**config.mk**
```make
export PLATFORM = sky130hd
export DESIGN_NAME = gen_muestreo_param
export DESIGN_NICKNAME = d
export VERILOG_FILES = /design/src/rtl/gen_muestreo_param.sv
export SDC_FILE = /design/constraint.sdc
export NUM_CORES = 1
export LEC_CHECK = 0
export ABC_AREA = 1
export CELL_PAD_IN_SITES_DETAIL_PLACEMENT = 0
export CELL_PAD_IN_SITES_GLOBAL_PLACEMENT = 2
export CORE_AREA = 2 2 79 81
export CTS_BUF_LIST = sky130_fd_sc_hd__clkbuf_8
export DETAILED_ROUTE_END_ITERATION = 16
export DIE_AREA = 0 0 81 83
export PLACE_DENSITY = 0.85
export REMOVE_ABC_BUFFERS = 1
export SYNTH_ARGS = -nofsm -noshare
export SYNTH_HDL_FRONTEND = slang
export SYNTH_SLANG_ARGS = --single-unit
```
**constraint.sdc**
```tcl
create_clock -name clk_medio -period 4.65 [get_ports clk_medio]
set_clock_uncertainty 0.05 [all_clocks]
set_input_delay 0.93 -clock clk_medio [delete_from_list [all_inputs] [get_ports clk_medio]]
set_output_delay 0.93 -clock clk_medio [all_outputs]
set_load 0.01 [all_outputs]
```
**src/rtl/gen_muestreo_param.sv**
```systemverilog
// Sample-clock generator: divides clk_medio by a run-time divisor into a glitch-free
// square wave, a period-start strobe and a per-frame channel slot index.
module gen_muestreo_param #(
  parameter int unsigned CNT_W   = 8,
  parameter int unsigned DIV_RST = 8,
  parameter int unsigned N_CH    = 2,
  parameter int unsigned CH_W    = (N_CH > 1) ? $clog2(N_CH) : 1
) (
  input  logic             clk_medio,
  input  logic             reset,
  input  logic             en,
  input  logic [CNT_W-1:0] div_i,
  output logic             clk_lento,
  output logic             tick,
  output logic [CH_W-1:0]  canal,
  output logic             trama,
  output logic             div_err
);

  logic [CNT_W-1:0] cnt_q, cnt_d;
  logic [CNT_W-1:0] div_act_q, div_act_d;
  logic [CNT_W-1:0] div_ld;
  logic [CNT_W-1:0] high_len;
  logic [CH_W-1:0]  canal_d;
  logic             wrap;
  logic             div_bad;
  logic             canal_last;

  always_comb begin
    wrap       = (cnt_q == div_act_q - CNT_W'(1));
    div_bad    = (div_i < CNT_W'(2));
    div_ld     = div_bad ? CNT_W'(2) : div_i;
    cnt_d      = wrap ? '0 : cnt_q + CNT_W'(1);
    // The divisor only switches at a wrap, so the running period is never cut short.
    div_act_d  = wrap ? div_ld : div_act_q;
    high_len   = div_act_d - (div_act_d >> 1);
    canal_last = (canal == CH_W'(N_CH - 1));
    canal_d    = canal;
    if (wrap) begin
      canal_d = canal_last ? '0 : canal + CH_W'(1);
    end
  end

  always_ff @(posedge clk_medio) begin
    if (reset) begin
      cnt_q     <= '0;
      div_act_q <= CNT_W'(DIV_RST);
      clk_lento <= 1'b1;
      tick      <= 1'b0;
      canal     <= '0;
      trama     <= 1'b0;
      div_err   <= 1'b0;
    end else if (en) begin
      cnt_q     <= cnt_d;
      div_act_q <= div_act_d;
      clk_lento <= (cnt_d < high_len);
      tick      <= wrap;
      canal     <= canal_d;
      trama     <= wrap && canal_last;
      if (wrap && div_bad) begin
        div_err <= 1'b1;
      end
    end else begin
      tick  <= 1'b0;
      trama <= 1'b0;
    end
  end

endmodule

```
==> reports/metrics.yaml <==
vias_per_cell: 4.64
cts_max_level: 1
final.period_utilization: 0.873
grt_overflow: 0
nFillCells: 682
dp_cells: 380
multi_input_area_sq_um: 1210
grt_pass1_wl_um: 8230
design.core.area_sq_um: 5820
final.setup.tns_ns: 0
drc: 0
area_delta_synth_final_pct: 15.5
rsz0062_at_grt: "false"
ys_seq_elements: 21
layout_common_cells: "nand2_1 (76), inv_1 (51), nor2_1 (21), dfxtp_1 (21), a21oi_1 (20)"
first_pass_iters: 4
insertion_delay_ns: 0.27
synth_area_sq_um: 1870
diodes: 0
hold_buffers: 0
p_sw_uw: 139
p_leak_uw: 0.00110
layout_commonest_cell: "nand2_1"
dieArea_sq_um: 6720
tritoncts: "done"
cts_made_buffers: 3
slew-limit-headroom: 0.706
yosysSeqAreaShare: 0.225
wirelength_um: 4840
start_kind: "register"
ys_warn_count: 0
pwr-share-comb: 0.254
status: "completed"
path_common_cell: "nand2_1"
seqCellArea_sq_um: 420
final_layout_size_suffix_gt1_frac: 0.0804
antenna_found_initial: 0
port_buffers: 15
hold_path.class: "register to register"
finalCriticalPeriod_ns: 4.06
fp.dieW_um: 81
crit_type: "register to register"
setup_viol: 0
ys_types: 30
cts.sinks: 21
hold_violations: 0
worst_pin_slew_ns: 0.440
fmax_mhz: 246
arrival_ns: 4.23
whs_ns: 0.425
slowest_stage: "dfxtp_1"
required_ns: 4.82
pwr_density_cell_nw_per_um2: 200
grt_start_max_net_pins: 18
syn_area_per_cell_sq_um: 6.35
ir_worst_vdd_mv: 0.0809
drtIter0Drc: 103
clk_path_buf_depth: 2
worst-path-max-fanout: 8
grt_pass1_vias: 1709
num_vias: 1792
start_util: 0.321
clk_pin_slew_ns: 0.09
power_frac_seq: 0.450
p_int_uw: 293
dp_hpwl_um: 4090
cts_root_buf: "clkbuf_8"
synth_cells: 294
rows: 28
cp-end-kind: "register"
wire_per_inst_um: 12.5
power_frac_clock: 0.296
track_usage: 0.159
ios: 16
switching_share: 0.322
finalNonFillerCells: 386
crit_path_max_incr_delay_ns: 0.37
max_cap_viol_count: 0
slew_violations: 0
die-height_um: 83
layout.nets: 340
place.gp.congestion: 0.861
ant_nets: 0
==> cells in the mapped netlist <==
master	count	area [sq um]
nor2_2	3	18.8
nor3_1	4	20.0
a211oi_2	3	37.5
a21o_1	2	15.0
nand3_4	1	17.5
nor2_1	21	78.8
o31ai_1	1	7.51
buf_6	2	22.5
ha_1	16	200
nor2_4	1	11.3
nand4_1	3	18.8
nand3_1	14	70.1
o21ai_0	18	90.1
nand3b_1	2	15.0
clkbuf_1	3	11.3
xnor2_1	7	61.3
dfxtp_1	21	420
inv_1	51	191
xor2_1	7	61.3
o21ai_1	6	30.0
inv_2	3	11.3
a2111oi_0	1	8.76
nor4_1	1	6.26
a21oi_2	1	8.76
nand2_1	76	285
nand2_2	1	6.26
fa_1	1	20.0
or2_2	2	12.5
a21oi_1	20	100
buf_2	2	10.0
==> timing repair <==
action                     4_1_cts  5_1_grt
buffers inserted                 0        2
gates resized for setup          0        2
setup endpoints to repair        0        1
==> metal layers <==
metal,global-route usage,wire [um],vias to the layer above
li1,-,-,962
met1,0.216,2320,792
met2,0.249,2240,26
met3,0.0141,114,12
met4,0.0755,175,0
met5,0,0,-
==> through the flow <==
stage | util | instance area [sq um] | worst slack (ns) | power, uW
after floorplan | - | 1820 | 0.796 | 272
after global placement | 0.360 | 2090 | 0.371 | 309
after detailed placement | 0.360 | 2090 | 0.308 | 310
after CTS | 0.367 | 2140 | 0.375 | 437
after global routing | 0.371 | 2160 | 0.0711 | 464
final | 0.371 | 2160 | 0.591 | 432
==> power groups by stage <==
stage | logic (uW) | clock network (uW) | registers (uW)
6_report | 110 | 128 | 195
4_1_cts | 111 | 131 | 195
3_3_place_gp | 110 | 0 | 199
5_1_grt | 129 | 139 | 196
2_1_floorplan | 74.9 | 0 | 197
3_5_place_dp | 111 | 0 | 199
==> worst max-delay path, delay by kind of cell, from the launching register on <==
| kind | cells | cell delay (ns) |
|---|---|---|
| compound gates | 7 | 1.20 |
| simple gates | 12 | 1.09 |
| fa+ha+maj | 3 | 0.91 |
| flops | 1 | 0.37 |
| buf+inv | 3 | 0.23 |
| xor+xnor | 1 | 0.16 |
==> path summary, 6_finish.rpt <==
check	startpoint	endpoint	slack, ns	depth (start not counted)
setup / recovery	div_act_q[0]	clk_lento	0.59	26
hold / removal	clk_lento	clk_lento	0.42	2
setup reg to reg	div_act_q[0]	clk_lento	0.59	26
hold reg to reg	clk_lento	clk_lento	0.42	2
==> flip-flops by register name, indices dropped and copies added, names as in the netlist <==
signal / count
canal: 1
div_err: 1
cnt_q: 8
tick: 1
clk_lento: 1
trama: 1
div_act_q: 8
==> cell type report <==
| class | instances | area share |
|---|---|---|
| clock buffer | 3 | 0.0191 |
| clock inverter | 1 | 0.00232 |
| inverter | 54 | 0.0940 |
| multi-input combinational | 212 | 0.559 |
| sequential | 21 | 0.195 |
| tap | 75 | 0.0435 |
| timing repair buffer | 20 | 0.0870 |
==> cells by family (layout without fill, tap and decap cells) <==
kind of cell	Yosys count	in the layout	share of synthesized area
AND/OR/NAND/NOR	129	129	0.300
buffers and inverters	61	78	0.132
AO/OA/AOI/OAI	52	52	0.159
flip-flops	21	21	0.225
adder cells (fa/ha/maj)	17	17	0.118
XOR/XNOR	14	14	0.0656
Note: power is estimated with default switching activity, not from simulation.
